$ cat src/rtl/uart_tx_arb_pkg.sv
// -----------------------------------------------------------------------------
// uart_tx_arb_pkg
//   Shared definitions for the uart_tx byte-port arbiter:
//     - arb_state_e : arbiter FSM states (ARB_IDLE, ARB_LOCK)
//     - UART_BYTE_W : width of one UART byte lane
//     - wrap_inc()  : modulo-n increment used to advance the round-robin pointer
// -----------------------------------------------------------------------------
package uart_tx_arb_pkg;

  localparam int UART_BYTE_W = 8;

  typedef enum logic {
    ARB_IDLE = 1'b0,  // free: rotating-priority arbitration every cycle
    ARB_LOCK = 1'b1   // reserved for one requester until its last byte
  } arb_state_e;

  // Next index after idx in a ring of n slots (n-1 wraps to 0).
  function automatic int wrap_inc(input int idx, input int n);
    return (idx >= n - 1) ? 0 : idx + 1;
  endfunction

endpackage

$ cat src/rtl/uart_tx_arb_rr.sv
// -----------------------------------------------------------------------------
// uart_tx_arb_rr
//   Purely combinational rotating priority encoder. The requester at rr_ptr has
//   the highest priority, then rr_ptr+1, ... wrapping modulo N_REQ.
//
// Ports:
//   req     in  N_REQ  request vector
//   rr_ptr  in  IDW    index holding highest priority this cycle
//   winner  out IDW    first requesting index at or after rr_ptr (0 if none)
//   any_req out 1      at least one request is present
// -----------------------------------------------------------------------------
module uart_tx_arb_rr #(
  parameter  int N_REQ = 4,
  localparam int IDW   = $clog2(N_REQ)
) (
  input  logic [N_REQ-1:0] req,
  input  logic [IDW-1:0]   rr_ptr,
  output logic [IDW-1:0]   winner,
  output logic             any_req
);

  // Requester index that sits at priority position k for a given pointer.
  function automatic logic [IDW-1:0] slot(input logic [IDW-1:0] ptr, input int k);
    int idx;
    idx = int'(ptr) + k;
    if (idx >= N_REQ) idx = idx - N_REQ;
    return IDW'(idx);
  endfunction

  always_comb begin
    // NOTE: every output of a combinational block gets a default before any
    // conditional assignment, otherwise synthesis infers a latch.
    winner  = '0;
    any_req = |req;
    // Scan from lowest priority to highest so the highest-priority hit is the
    // last write and therefore the one that sticks.
    for (int k = N_REQ - 1; k >= 0; k--) begin
      if (req[slot(rr_ptr, k)]) winner = slot(rr_ptr, k);
    end
  end

endmodule

$ cat src/rtl/uart_tx_arbiter.sv
// -----------------------------------------------------------------------------
// uart_tx_arbiter
//   Shares one uart_tx byte port between N_REQ requesters with round-robin
//   arbitration and message locking: once a requester gets a non-last byte
//   through, the UART stays reserved for it until it sends a byte flagged last.
//   Requester-to-UART routing is combinational (zero cycle latency); only the
//   state / owner / round-robin pointer are registered.
//
//   Optional feature (compile-time macro UART_TX_ARB_TIMEOUT_EN): a lock whose
//   owner stays silent for TIMEOUT consecutive cycles is force-released and
//   lock_timeout pulses for one cycle. Without the macro there is no counter
//   and no lock_timeout port.
//
// Ports:
//   clk           in   1         system clock
//   rst           in   1         synchronous reset, active-high
//   s_wreq        in   N_REQ     per-requester byte request
//   s_wgnt        out  N_REQ     per-requester grant (accept = s_wreq & s_wgnt)
//   s_wdata       in   8*N_REQ   requester i byte at [8i+7:8i]
//   s_wlast       in   N_REQ     byte is last of its message
//   m_wreq        out  1         request to uart_tx
//   m_wgnt        in   1         grant from uart_tx
//   m_wdata       out  8         byte to uart_tx
//   owner         out  IDW       requester currently routed to uart_tx
//   lock_timeout  out  1         forced-release pulse (macro builds only)
//   busy          out  1         high while the UART is locked to a requester
// -----------------------------------------------------------------------------
module uart_tx_arbiter
  import uart_tx_arb_pkg::*;
#(
  parameter  int N_REQ   = 4,
  parameter  int TIMEOUT = 1000000,
  localparam int IDW     = $clog2(N_REQ)
) (
  input  logic                         clk,
  input  logic                         rst,
  input  logic [N_REQ-1:0]             s_wreq,
  output logic [N_REQ-1:0]             s_wgnt,
  input  logic [UART_BYTE_W*N_REQ-1:0] s_wdata,
  input  logic [N_REQ-1:0]             s_wlast,
  output logic                         m_wreq,
  input  logic                         m_wgnt,
  output logic [UART_BYTE_W-1:0]       m_wdata,
  output logic [IDW-1:0]               owner,
`ifdef UART_TX_ARB_TIMEOUT_EN
  output logic                         lock_timeout,
`endif
  output logic                         busy
);

  arb_state_e     state_q,  state_d;
  logic [IDW-1:0] rr_ptr_q, rr_ptr_d;
  logic [IDW-1:0] owner_q,  owner_d;

  logic [IDW-1:0] winner;
  logic           any_req;
  logic [IDW-1:0] sel;      // requester routed to the UART this cycle
  logic           route;    // sel is meaningful (locked, or someone requesting)
  logic           xfer;     // a byte is accepted by uart_tx this cycle
  logic           sel_last;

  uart_tx_arb_rr #(.N_REQ(N_REQ)) u_rr (
    .req     (s_wreq),
    .rr_ptr  (rr_ptr_q),
    .winner  (winner),
    .any_req (any_req)
  );

  // ---------------------------------------------------------------------------
  // Combinational routing between the selected requester and uart_tx.
  // ---------------------------------------------------------------------------
  always_comb begin
    sel      = (state_q == ARB_LOCK) ? owner_q : winner;
    route    = (state_q == ARB_LOCK) || any_req;
    sel_last = s_wlast[sel];
    s_wgnt   = '0;
    m_wreq   = 1'b0;
    m_wdata  = '0;
    if (route) begin
      m_wdata = s_wdata[sel*UART_BYTE_W +: UART_BYTE_W];
      // Handshakes are suppressed during reset so no byte is consumed by a
      // requester while the arbiter state is being cleared.
      if (!rst) begin
        m_wreq      = s_wreq[sel];
        s_wgnt[sel] = m_wgnt;
      end
    end
  end

  assign xfer  = m_wreq && m_wgnt;
  assign owner = sel;
  assign busy  = (state_q == ARB_LOCK);

`ifdef UART_TX_ARB_TIMEOUT_EN
  // Counter only needs to reach TIMEOUT-1.
  localparam int CNT_W = (TIMEOUT > 2) ? $clog2(TIMEOUT) : 1;

  logic [CNT_W-1:0] idle_cnt_q, idle_cnt_d;
  logic             timeout_hit;

  assign lock_timeout = timeout_hit;
`endif

  // ---------------------------------------------------------------------------
  // Next-state logic.
  // ---------------------------------------------------------------------------
  always_comb begin
    state_d  = state_q;
    rr_ptr_d = rr_ptr_q;
    owner_d  = owner_q;
`ifdef UART_TX_ARB_TIMEOUT_EN
    idle_cnt_d  = idle_cnt_q;
    timeout_hit = 1'b0;
`endif
    case (state_q)
      ARB_IDLE: begin
        if (xfer) begin
          if (sel_last) begin
            // Single-byte message: stay free and rotate priority past winner.
            rr_ptr_d = IDW'(wrap_inc(int'(winner), N_REQ));
          end else begin
            state_d = ARB_LOCK;
            owner_d = winner;
`ifdef UART_TX_ARB_TIMEOUT_EN
            idle_cnt_d = '0;
`endif
          end
        end
      end

      ARB_LOCK: begin
        if (xfer && sel_last) begin
          state_d  = ARB_IDLE;
          rr_ptr_d = IDW'(wrap_inc(int'(owner_q), N_REQ));
`ifdef UART_TX_ARB_TIMEOUT_EN
          idle_cnt_d = '0;
        end else if (s_wreq[owner_q]) begin
          // Any owner activity proves the message is still alive.
          idle_cnt_d = '0;
        end else if (idle_cnt_q == CNT_W'(TIMEOUT - 1)) begin
          state_d     = ARB_IDLE;
          rr_ptr_d    = IDW'(wrap_inc(int'(owner_q), N_REQ));
          idle_cnt_d  = '0;
          timeout_hit = 1'b1;
        end else begin
          idle_cnt_d = idle_cnt_q + 1'b1;
`endif
        end
      end

      default: state_d = ARB_IDLE;
    endcase
  end

  // ---------------------------------------------------------------------------
  // State registers.
  // ---------------------------------------------------------------------------
  always_ff @(posedge clk) begin
    // NOTE: reset is synchronous, so it is tested inside the clocked block
    // rather than listed in the sensitivity list; all state uses non-blocking
    // assignments so every flop samples pre-edge values.
    if (rst) begin
      state_q  <= ARB_IDLE;
      rr_ptr_q <= '0;
      owner_q  <= '0;
`ifdef UART_TX_ARB_TIMEOUT_EN
      idle_cnt_q <= '0;
`endif
    end else begin
      state_q  <= state_d;
      rr_ptr_q <= rr_ptr_d;
      owner_q  <= owner_d;
`ifdef UART_TX_ARB_TIMEOUT_EN
      idle_cnt_q <= idle_cnt_d;
`endif
    end
  end

endmodule
$ cat config.mk
export PLATFORM = sky130hd
export DESIGN_NAME = uart_tx_arbiter
export DESIGN_NICKNAME = d
export VERILOG_FILES = /design/src/rtl/uart_tx_arb_pkg.sv /design/src/rtl/uart_tx_arb_rr.sv /design/src/rtl/uart_tx_arbiter.sv
export SDC_FILE = /design/constraint.sdc
export NUM_CORES = 1
export LEC_CHECK = 0
export CAP_MARGIN = 40
export CELL_PAD_IN_SITES_DETAIL_PLACEMENT = 1
export CELL_PAD_IN_SITES_GLOBAL_PLACEMENT = 1
export CORE_MARGIN = 5
export CORE_UTILIZATION = 25
export CTS_CLUSTER_DIAMETER = 60
export CTS_CLUSTER_SIZE = 40
export DETAILED_ROUTE_END_ITERATION = 12
export PLACE_DENSITY = 0.83
export SYNTH_ARGS = -nofsm -noshare
export SYNTH_HDL_FRONTEND = slang
export SYNTH_SLANG_ARGS = --single-unit
$ cat constraint.sdc
create_clock -name clk -period 3.23 [get_ports clk]
set_input_delay 0.8075 -clock clk [delete_from_list [all_inputs] [get_ports clk]]
set_output_delay 0.8075 -clock clk [all_outputs]
set_load 0.02 [all_outputs]
==> results of run 1 <==
[through the flow]
step	area [um2]	cells	hold WS, ps
after floorplan	947	103	452
after global placement	1700	219	477
after detailed placement	1700	219	515
after CTS	1930	236	544
after global routing	2040	241	583
final	2040	241	547
[final cells by class]
| cell class | count | area [um2] | area share |
|---|---|---|---|
| inverter | 3 | 11.3 | 0.00552 |
| timing repair buffer | 95 | 890 | 0.436 |
| tap | 46 | 57.6 | 0.0282 |
| sequential | 5 | 100 | 0.0491 |
| multi-input combinational | 88 | 955 | 0.468 |
| clock buffer | 4 | 26.3 | 0.0129 |
[cell usage after synthesis (2+ instances only)]
library cell	count	share of area
inv_1	3	0.012
nand2_1	7	0.029
buf_6	3	0.037
nor2b_1	3	0.021
mux2i_1	14	0.16
mux2_2	3	0.037
nor2_1	11	0.046
dfxtp_1	5	0.11
o211ai_1	2	0.017
nor4_1	2	0.014
a211oi_1	9	0.075
o21ai_0	3	0.017
mux2i_4	2	0.050
clkbuf_1	2	0.0083
nor3b_1	2	0.017
mux2_4	6	0.10
[repair_timing]
| action | CTS | global route |
|---|---|---|
| pin swaps | 14 | 18 |
| gates cloned | 2 | 1 |
| resized for setup | 103 | 23 |
| endpoints found under the setup margin | 15 | 13 |
| endpoints found under the hold margin | 0 | 0 |
| buffers inserted | 11 | 6 |
[routing by layer]
metal  global-route usage  vias to the layer above  share of wire
met5                    0                        -              0
met2                0.346                       67           0.49
met4               0.0234                        0          0.011
met3               0.0732                        6          0.091
met1                0.248                      583           0.41
li1                     -                      571              -
[worst paths after layout]
kind | from | slack [ps] | to | cells past startpoint
hold / removal | owner_q[1]$_SDFFE_PP0P_ | 550 | owner_q[1]$_SDFFE_PP0P_ | 2
hold reg to reg | owner_q[1]$_SDFFE_PP0P_ | 550 | owner_q[1]$_SDFFE_PP0P_ | 2
setup reg to reg | rr_ptr_q[1]$_SDFFE_PP0P_ | 880 | rr_ptr_q[0]$_SDFFE_PP0P_ | 8
setup / recovery | s_wreq[2] | -30 | m_wdata[2] | 9
[worst max-delay path, cell delays in order]
cell,delay (ps)
buf_6,100
nor2b_4,120
a211o_1,290
o221a_4,310
buf_16,150
mux2_4,200
nor2_2,40
a211oi_2,240
buf_4,190
[cell families after synthesis]
kind of cell	after synthesis	synth area share
and+or+nand+nor	37	0.226
muxes	25	0.343
AOI/OAI and AO/OA	24	0.224
buffers and inverters	10	0.0722
DFF	5	0.111
xor gates and xnor gates	1	0.00972
adders and majority gates	1	0.0139
[power by group]
group / switching [mW] / internal [mW]
Clock: 0.0260 / 0.0467
Sequential: 0.0139 / 0.0715
Combinational: 0.395 / 0.443
Total: 0.435 / 0.561
==> run_summary.xml, run 1 <==
<?xml version="1.0" encoding="UTF-8"?>
<metrics>
  <group name="outcome">
    <metric name="status" unit="">finished with violations</metric>
    <metric name="violations" unit="">setup timing</metric>
  </group>
  <group name="placed_design">
    <metric name="hpwlAfterDp" unit="mm">3.46</metric>
    <metric name="port-buffer-count" unit="">58</metric>
    <metric name="place_ws" unit="ps">-849</metric>
    <metric name="gp_congestion" unit="">0.882</metric>
  </group>
  <group name="logic_synthesis">
    <metric name="net_count_of_the_mapped_netlist" unit="">147</metric>
    <metric name="number_of_enable_flip_flop_cells_after_synthesis" unit="">0</metric>
    <metric name="netlist_area" unit="um2">901</metric>
    <metric name="synth_cell_type_count" unit="">42</metric>
    <metric name="synth-main-ff-cell" unit="">dfxtp_1</metric>
    <metric name="yosys_register_bits" unit="">5</metric>
    <metric name="syn_avg_cell_area" unit="um2">8.75</metric>
    <metric name="async_flop_share" unit="">0</metric>
    <metric name="synth-warning-count" unit="">0</metric>
    <metric name="seq_area_frac_synth" unit="">0.111</metric>
    <metric name="synth_cells" unit="">103</metric>
  </group>
  <group name="cells_and_area">
    <metric name="mostFrequentLayoutCells" unit="">clkdlybuf4s50_1 (39), buf_4 (37), mux2i_1 (12)</metric>
    <metric name="postLayoutCoreUtil" unit="">0.597</metric>
    <metric name="fillCellCount" unit="">388</metric>
    <metric name="layout-drive-gt1-share" unit="">0.533</metric>
    <metric name="fin_nets" unit="">240</metric>
    <metric name="insertedDiodeCount" unit="">0</metric>
    <metric name="final_common_cell" unit="">clkdlybuf4s50_1</metric>
    <metric name="syn2layout_area_growth" unit="%">126</metric>
  </group>
  <group name="timing">
    <metric name="post_route_setup_tns" unit="ps">-35.8</metric>
    <metric name="fmax" unit="MHz">307</metric>
    <metric name="final.setup_skew" unit="ps">9.15</metric>
    <metric name="setup_repair_after_global_routing_missed_its_margin" unit="">true</metric>
    <metric name="layout_worst_path_cycle_share" unit="">1.01</metric>
    <metric name="postLayoutSetupSlackWorst" unit="ps">-29.1</metric>
    <metric name="timing_max_transition_violations_final" unit="">0</metric>
    <metric name="final_hold_viol_count" unit="">0</metric>
    <metric name="worst_pin_slew" unit="ps">485</metric>
    <metric name="slew_headroom" unit="">0.674</metric>
    <metric name="finalCriticalPeriod" unit="ps">3260</metric>
    <metric name="setup_viol" unit="">2</metric>
  </group>
  <group name="die">
    <metric name="die_w" unit="um">70.0</metric>
    <metric name="num_rows" unit="">21</metric>
    <metric name="boundaryPins" unit="">59</metric>
    <metric name="die_area" unit="um2">4900</metric>
    <metric name="initial_utilization" unit="">0.264</metric>
    <metric name="chipHeight" unit="um">70.0</metric>
    <metric name="core" unit="um2">3420</metric>
  </group>
  <group name="power_and_ir_drop">
    <metric name="p_leak" unit="nW">0.858</metric>
    <metric name="post-layout-total-power" unit="mW">0.996</metric>
    <metric name="power_per_cell_area" unit="nW/um2">488</metric>
    <metric name="vdd_drop_max" unit="V">0.000430</metric>
  </group>
  <group name="global_route">
    <metric name="global_route.overflow_total" unit="">0</metric>
    <metric name="global_route.usage.total" unit="">0.202</metric>
    <metric name="number_of_antenna_violations_at_the_first_check_in_global_routing" unit="">0</metric>
    <metric name="grt_max_degree" unit="">16</metric>
    <metric name="grt_pass1_wl" unit="mm">7.80</metric>
    <metric name="grt_pass1_vias" unit="">1376</metric>
  </group>
  <group name="drt">
    <metric name="first_iter_violations" unit="">67</metric>
    <metric name="dr.pass1.iters" unit="">4</metric>
    <metric name="drt_drc_violations_left" unit="">0</metric>
    <metric name="routed_wirelength" unit="mm">5.30</metric>
    <metric name="post_drt_wl_per_cell" unit="um">22.0</metric>
    <metric name="route.antenna.remaining_nets" unit="">0</metric>
    <metric name="drt-vias-per-instance" unit="">5.09</metric>
    <metric name="vias" unit="">1227</metric>
  </group>
  <group name="clock_network">
    <metric name="cts_made_buffers" unit="">3</metric>
    <metric name="h-tree-depth" unit="">1</metric>
    <metric name="clkSinkCount" unit="">5</metric>
    <metric name="clk_path_buf_depth" unit="">2</metric>
    <metric name="count_of_hold_fix_buffers_inserted_at_cts" unit="">0</metric>
    <metric name="worst_path_clk_slew" unit="ps">50</metric>
    <metric name="clock-root-buffer" unit="">clkbuf_4</metric>
    <metric name="clkLatencyLatePin" unit="ps">250</metric>
    <metric name="tritoncts" unit="">done</metric>
  </group>
  <group name="setup_path">
    <metric name="endpoint_required_time_on_the_critical_path" unit="ps">2420</metric>
    <metric name="timing_worst_setup_path_type" unit="">in2out</metric>
    <metric name="cp_max_fo" unit="">5</metric>
    <metric name="worst_ep_arrival_time" unit="ps">2450</metric>
    <metric name="cp-start-kind" unit="">input port</metric>
    <metric name="worstSetupEndpointType" unit="">output port</metric>
  </group>
  <group name="min_path">
    <metric name="class_of_the_tightest_hold_or_removal_check" unit="">reg2reg</metric>
  </group>
  <group name="run">
    <metric name="cap_violations" unit="">0</metric>
  </group>
</metrics>
Power figures use the tool's default switching activity.
==> run 2: changes to the inputs <==
ABC_CLOCK_PERIOD_IN_PS = 3230   (was not set)
MAX_ROUTING_LAYER = met4   (was not set)
==> run 2 against run 1 <==
The run still ends with setup timing left. Clock power up 3.2%. First-iteration DRC count down 9.0%. Routed wire length down 1.1%. Via count up 1.9%. Flip-flop and latch count unchanged. Sequential share of layout area unchanged. Utilization unchanged. Final area unchanged. Combinational power about the same. Critical endpoint unchanged.
==> run_summary.xml, run 2 (synthesized netlist as in run 1, its figures left out) <==
<?xml version="1.0" encoding="UTF-8"?>
<metrics>
  <group name="outcome">
    <metric name="status" unit="">finished with violations</metric>
    <metric name="violations" unit="">setup timing</metric>
  </group>
  <group name="cells_and_area">
    <metric name="mostFrequentLayoutCells" unit="">clkdlybuf4s50_1 (39), buf_4 (37), mux2i_1 (12)</metric>
    <metric name="insertedDiodeCount" unit="">0</metric>
    <metric name="layout-drive-gt1-share" unit="">0.533</metric>
    <metric name="postLayoutCoreUtil" unit="">0.597</metric>
    <metric name="syn2layout_area_growth" unit="%">126</metric>
    <metric name="fillCellCount" unit="">394</metric>
    <metric name="fin_nets" unit="">240</metric>
    <metric name="final_common_cell" unit="">clkdlybuf4s50_1</metric>
  </group>
  <group name="timing">
    <metric name="setup_repair_after_global_routing_missed_its_margin" unit="">true</metric>
    <metric name="slew_headroom" unit="">0.685</metric>
    <metric name="postLayoutSetupSlackWorst" unit="ps">-30.9</metric>
    <metric name="setup_viol" unit="">2</metric>
    <metric name="final.setup_skew" unit="ps">14.0</metric>
    <metric name="final_hold_viol_count" unit="">0</metric>
    <metric name="finalCriticalPeriod" unit="ps">3260</metric>
    <metric name="timing_max_transition_violations_final" unit="">0</metric>
    <metric name="worst_pin_slew" unit="ps">468</metric>
    <metric name="layout_worst_path_cycle_share" unit="">1.01</metric>
    <metric name="fmax" unit="MHz">307</metric>
  </group>
  <group name="setup_path">
    <metric name="timing_worst_setup_path_type" unit="">in2out</metric>
    <metric name="cp-start-kind" unit="">input port</metric>
    <metric name="worst_r2r_path_depth" unit="">8</metric>
    <metric name="crit_path_cell_trace" unit="">buf_6 &gt; nor2b_4 &gt; a211o_1 &gt; o221a_4 &gt; buf_6 &gt; mux2i_4 &gt; a211oi_2 &gt; buf_4</metric>
    <metric name="cell_mode_on_critical_path" unit="">buf_6</metric>
    <metric name="endpoint_required_time_on_the_critical_path" unit="ps">2420</metric>
    <metric name="worstSetupPathDepth" unit="">8</metric>
    <metric name="slowest_stage" unit="">o221a_4</metric>
    <metric name="worst_ep_arrival_time" unit="ps">2450</metric>
    <metric name="worst_path_largest_cell_delay" unit="ps">310</metric>
    <metric name="rrSetupSlack" unit="ps">880</metric>
    <metric name="crit_start" unit="">s_wreq[2]</metric>
    <metric name="reg2reg_from" unit="">rr_ptr_q[1]$_SDFFE_PP0P_</metric>
    <metric name="r2r_end" unit="">rr_ptr_q[0]$_SDFFE_PP0P_</metric>
    <metric name="cp_max_fo" unit="">10</metric>
    <metric name="critPathTopFamily" unit="">compound AO/OA/AOI/OAI gates</metric>
    <metric name="worstSetupEndpointType" unit="">output port</metric>
    <metric name="critical_path_buffer_and_inverter_count" unit="">3</metric>
  </group>
  <group name="min_path">
    <metric name="worst_hold_path.num_cells" unit="">2</metric>
    <metric name="class_of_the_tightest_hold_or_removal_check" unit="">reg2reg</metric>
    <metric name="min_to" unit="">owner_q[1]$_SDFFE_PP0P_</metric>
    <metric name="holdCritStartpoint" unit="">owner_q[1]$_SDFFE_PP0P_</metric>
  </group>
  <group name="clock_network">
    <metric name="clock-root-buffer" unit="">clkbuf_4</metric>
    <metric name="clk_path_buf_depth" unit="">2</metric>
    <metric name="h-tree-depth" unit="">1</metric>
    <metric name="worst_path_clk_slew" unit="ps">50</metric>
    <metric name="tritoncts" unit="">done</metric>
    <metric name="clkLatencyLatePin" unit="ps">250</metric>
    <metric name="cts_made_buffers" unit="">3</metric>
    <metric name="clkSinkCount" unit="">5</metric>
  </group>
  <group name="placed_design">
    <metric name="hpwlAfterDp" unit="mm">3.46</metric>
    <metric name="gp_congestion" unit="">0.897</metric>
    <metric name="port-buffer-count" unit="">58</metric>
    <metric name="place_ws" unit="ps">-849</metric>
  </group>
  <group name="global_route">
    <metric name="global_route.usage.total" unit="">0.208</metric>
    <metric name="global_route.overflow_total" unit="">0</metric>
    <metric name="number_of_antenna_violations_at_the_first_check_in_global_routing" unit="">0</metric>
    <metric name="grt_pass1_vias" unit="">1375</metric>
    <metric name="grt_max_degree" unit="">16</metric>
    <metric name="grt_pass1_wl" unit="mm">7.81</metric>
  </group>
  <group name="die">
    <metric name="die_area" unit="um2">4900</metric>
    <metric name="core" unit="um2">3420</metric>
    <metric name="boundaryPins" unit="">59</metric>
    <metric name="initial_utilization" unit="">0.264</metric>
    <metric name="chipHeight" unit="um">70.0</metric>
    <metric name="die_w" unit="um">70.0</metric>
    <metric name="num_rows" unit="">21</metric>
  </group>
  <group name="drt">
    <metric name="post_drt_wl_per_cell" unit="um">21.8</metric>
    <metric name="dr.pass1.iters" unit="">4</metric>
    <metric name="first_iter_violations" unit="">61</metric>
    <metric name="route.antenna.remaining_nets" unit="">0</metric>
    <metric name="vias" unit="">1250</metric>
    <metric name="routed_wirelength" unit="mm">5.24</metric>
    <metric name="drt_drc_violations_left" unit="">0</metric>
    <metric name="drt-vias-per-instance" unit="">5.19</metric>
  </group>
  <group name="power_and_ir_drop">
    <metric name="logic_pwr_share" unit="">0.839</metric>
    <metric name="p_leak" unit="nW">0.858</metric>
    <metric name="power.clock.fraction" unit="">0.075</metric>
    <metric name="power_per_cell_area" unit="nW/um2">488</metric>
    <metric name="power.switching_fraction" unit="">0.437</metric>
    <metric name="cellInternalPower" unit="mW">0.561</metric>
    <metric name="p_sw" unit="mW">0.435</metric>
    <metric name="vdd_drop_max" unit="V">0.000433</metric>
    <metric name="seq_power_share" unit="">0.086</metric>
  </group>
  <group name="run">
    <metric name="cap_violations" unit="">0</metric>
  </group>
</metrics>
## run 2: cell counts in the layout (fill, tap and decap cells not counted)
Identical to the previous run, type by type.
## run 2: per-stage QoR
step	cell area, um2	setup TNS [ps]	power, mW	instances	hold slack, ps
floorplan	947	0	0.479	103	452
global placement	1700	-9720	0.716	219	477
detailed placement	1700	-10830	0.744	219	515
CTS	1930	-570	0.948	236	544
global route	2040	-362	1.05	241	583
finish	2040	-34.6	0.996	241	546
## run 2: timing repair
action	CTS	global route
pin swaps	14	18
gates cloned	2	1
gates resized for setup	103	23
buffers inserted	11	6
hold buffers	0	0
setup endpoints to repair	15	13
## run 2: how the worst max path moves through the flow
stage,endpoint
global route,m_wdata[2]
floorplan,m_wdata[1]
global placement,m_wdata[5]
CTS,m_wdata[0]
detailed placement,m_wdata[4]
finish,m_wdata[2]
## run 2: area by class of cell
| type | count | area [um2] | share of cell area |
|---|---|---|---|
| timing repair buffer | 95 | 890 | 0.436 |
| tap | 46 | 57.6 | 0.0282 |
| clock buffer | 4 | 26.3 | 0.0129 |
| sequential | 5 | 100 | 0.0491 |
| inverter | 3 | 11.3 | 0.00552 |
| multi-input combinational | 88 | 955 | 0.468 |
## run 2: power by group through the flow
stage | registers (mW) | logic [mW] | clock network [mW]
finish | 0.0852 | 0.835 | 0.0751
global placement | 0.0817 | 0.635 | 0
floorplan | 0.0861 | 0.393 | 0
global route | 0.0866 | 0.878 | 0.0830
detailed placement | 0.0830 | 0.661 | 0
CTS | 0.0834 | 0.789 | 0.0756
## run 2: worst register-to-register path, cell delays in order (launching register included)
cell,delay [ps]
dfxtp_1,460
nand2_1,80
a211o_1,340
o221a_4,310
buf_6,150
buf_4,170
mux2i_4,200
o32a_4,380
mux2i_1,120
## run 2: layer usage
layer / up-vias / wire, um / global-route usage
li1: 573 / - / -
met1: 597 / 2220 / 0.252
met2: 72 / 2470 / 0.346
met3: 8 / 472 / 0.0674
met4: 0 / 81 / 0.0234
met5: - / 0 / -
==> run 3: changes to the inputs <==
SKIP_CTS_REPAIR_TIMING = 1   (was not set)
==> run 3 against run 2 <==
The flow still finishes with violations (setup timing). Critical path depth up 1. Sequential share of layout area up 0.41 points. Combinational power down 8.7%. Largest power group unchanged.
==> run_summary.xml, run 3 (synthesized netlist as in run 1, its figures left out) <==
<?xml version="1.0" encoding="UTF-8"?>
<metrics>
  <group name="outcome">
    <metric name="status" unit="">finished with violations</metric>
    <metric name="violations" unit="">setup timing</metric>
  </group>
  <group name="die">
    <metric name="boundaryPins" unit="">59</metric>
    <metric name="die_w" unit="um">70.0</metric>
    <metric name="die_area" unit="um2">4900</metric>
    <metric name="num_rows" unit="">21</metric>
    <metric name="chipHeight" unit="um">70.0</metric>
    <metric name="core" unit="um2">3420</metric>
    <metric name="initial_utilization" unit="">0.264</metric>
  </group>
  <group name="min_path">
    <metric name="min_to" unit="">rr_ptr_q[0]$_SDFFE_PP0P_</metric>
    <metric name="class_of_the_tightest_hold_or_removal_check" unit="">reg2reg</metric>
    <metric name="holdCritStartpoint" unit="">rr_ptr_q[0]$_SDFFE_PP0P_</metric>
    <metric name="worst_hold_path.num_cells" unit="">2</metric>
  </group>
  <group name="setup_path">
    <metric name="cp-start-kind" unit="">input port</metric>
    <metric name="rrSetupSlack" unit="ps">950</metric>
    <metric name="cp_max_fo" unit="">5</metric>
    <metric name="reg2reg_from" unit="">rr_ptr_q[1]$_SDFFE_PP0P_</metric>
    <metric name="worst_r2r_path_depth" unit="">8</metric>
    <metric name="worstSetupEndpointType" unit="">output port</metric>
    <metric name="endpoint_required_time_on_the_critical_path" unit="ps">2420</metric>
    <metric name="crit_start" unit="">s_wreq[1]</metric>
    <metric name="timing_worst_setup_path_type" unit="">in2out</metric>
    <metric name="r2r_end" unit="">rr_ptr_q[0]$_SDFFE_PP0P_</metric>
    <metric name="worst_ep_arrival_time" unit="ps">2450</metric>
  </group>
  <group name="global_route">
    <metric name="grt_pass1_vias" unit="">1238</metric>
    <metric name="global_route.overflow_total" unit="">0</metric>
    <metric name="grt_max_degree" unit="">21</metric>
    <metric name="grt_pass1_wl" unit="mm">6.51</metric>
    <metric name="number_of_antenna_violations_at_the_first_check_in_global_routing" unit="">0</metric>
    <metric name="global_route.usage.total" unit="">0.171</metric>
  </group>
  <group name="placed_design">
    <metric name="gp_congestion" unit="">0.897</metric>
    <metric name="port-buffer-count" unit="">58</metric>
    <metric name="place_ws" unit="ps">-849</metric>
    <metric name="dp.cells" unit="">219</metric>
    <metric name="placement.cell_area" unit="um2">1700</metric>
    <metric name="hpwlAfterDp" unit="mm">3.46</metric>
  </group>
  <group name="timing">
    <metric name="layout_worst_path_cycle_share" unit="">1.01</metric>
    <metric name="finalCriticalPeriod" unit="ps">3250</metric>
    <metric name="setup_viol" unit="">5</metric>
    <metric name="post_route_setup_tns" unit="ps">-54.7</metric>
    <metric name="worst_pin_slew" unit="ps">465</metric>
    <metric name="fmax" unit="MHz">307</metric>
    <metric name="finalHoldWorstSlack" unit="ps">523</metric>
    <metric name="slew_headroom" unit="">0.687</metric>
    <metric name="final.setup_skew" unit="ps">13.5</metric>
    <metric name="final_hold_viol_count" unit="">0</metric>
    <metric name="setup_repair_after_global_routing_missed_its_margin" unit="">true</metric>
    <metric name="timing_max_transition_violations_final" unit="">0</metric>
    <metric name="postLayoutSetupSlackWorst" unit="ps">-24.2</metric>
  </group>
  <group name="drt">
    <metric name="routed_wirelength" unit="mm">4.60</metric>
    <metric name="drt_drc_violations_left" unit="">0</metric>
    <metric name="vias" unit="">1155</metric>
    <metric name="route.antenna.remaining_nets" unit="">0</metric>
    <metric name="post_drt_wl_per_cell" unit="um">20.3</metric>
    <metric name="dr.pass1.iters" unit="">4</metric>
    <metric name="drt-vias-per-instance" unit="">5.09</metric>
    <metric name="first_iter_violations" unit="">32</metric>
  </group>
  <group name="cells_and_area">
    <metric name="syn2layout_area_growth" unit="%">109</metric>
    <metric name="postLayoutCoreUtil" unit="">0.551</metric>
    <metric name="insertedDiodeCount" unit="">0</metric>
    <metric name="layoutNonFillerInstCount" unit="">227</metric>
    <metric name="mostFrequentLayoutCells" unit="">clkdlybuf4s50_1 (39), buf_4 (25), mux2i_1 (14), mux2_4 (8), a211oi_2 (8)</metric>
    <metric name="fin_nets" unit="">226</metric>
    <metric name="final_common_cell" unit="">clkdlybuf4s50_1</metric>
    <metric name="stdcell_area" unit="um2">1880</metric>
    <metric name="layout-drive-gt1-share" unit="">0.453</metric>
  </group>
  <group name="run">
    <metric name="cap_violations" unit="">0</metric>
  </group>
  <group name="power_and_ir_drop">
    <metric name="p_leak" unit="nW">0.819</metric>
    <metric name="power_per_cell_area" unit="nW/um2">489</metric>
    <metric name="vdd_drop_max" unit="V">0.000418</metric>
    <metric name="post-layout-total-power" unit="mW">0.920</metric>
  </group>
  <group name="clock_network">
    <metric name="clkSinkCount" unit="">5</metric>
    <metric name="worst_path_clk_slew" unit="ps">40</metric>
    <metric name="clkLatencyLatePin" unit="ps">250</metric>
    <metric name="clock-root-buffer" unit="">clkbuf_4</metric>
    <metric name="clk_path_buf_depth" unit="">2</metric>
    <metric name="tritoncts" unit="">done</metric>
    <metric name="cts_made_buffers" unit="">3</metric>
    <metric name="h-tree-depth" unit="">1</metric>
  </group>
</metrics>
## run 3: cell types whose count changed in the layout (fill, tap and decap cells not counted), moves of 3 or more
cell / change
buf_4: -12
clkbuf_2: +3
nor2b_4: -3
buf_6: -6
dlymetal6s2s_1: +5
## run 3: critical path, stage by stage
cell and delay (ps):
dlymetal6s2s_1 160, nor2b_4 60, a211o_1 320, o221a_4 310, clkbuf_16 170, mux2_4 310
nor2_4 110, a211oi_2 40, buf_4 160
## run 3: final cells by class
class	instances	area [um2]
Clock buffer	4	26.3
Fill cell	387	1540
Inverter	3	11.3
Multi-Input combinational cell	88	882
Sequential cell	5	100
Tap cell	46	57.6
Timing Repair Buffer	81	803
## run 3: report_power, final
group,switching (mW),leakage (nW),total (mW),internal (mW)
clock network,0.0282,0.0150,0.0751,0.0469
logic,0.358,0.764,0.762,0.404
registers,0.0113,0.0408,0.0827,0.0715
## run 3: worst max path at each step
stage	endpoint	slack, ps
after floorplan	m_wdata[1]	10
after global placement	m_wdata[5]	-770
after detailed placement	m_wdata[4]	-850
after CTS	m_wdata[4]	-860
after global routing	m_wdata[6]	-80
final	m_wdata[6]	-20
## run 3: layer usage
metal / vias to the layer above / track usage / routed length (um)
met5: - / - / 0
met4: 0 / 0.00638 / 8
met3: 2 / 0.0545 / 283
met1: 547 / 0.209 / 2110
met2: 60 / 0.289 / 2200
li1: 546 / - / -
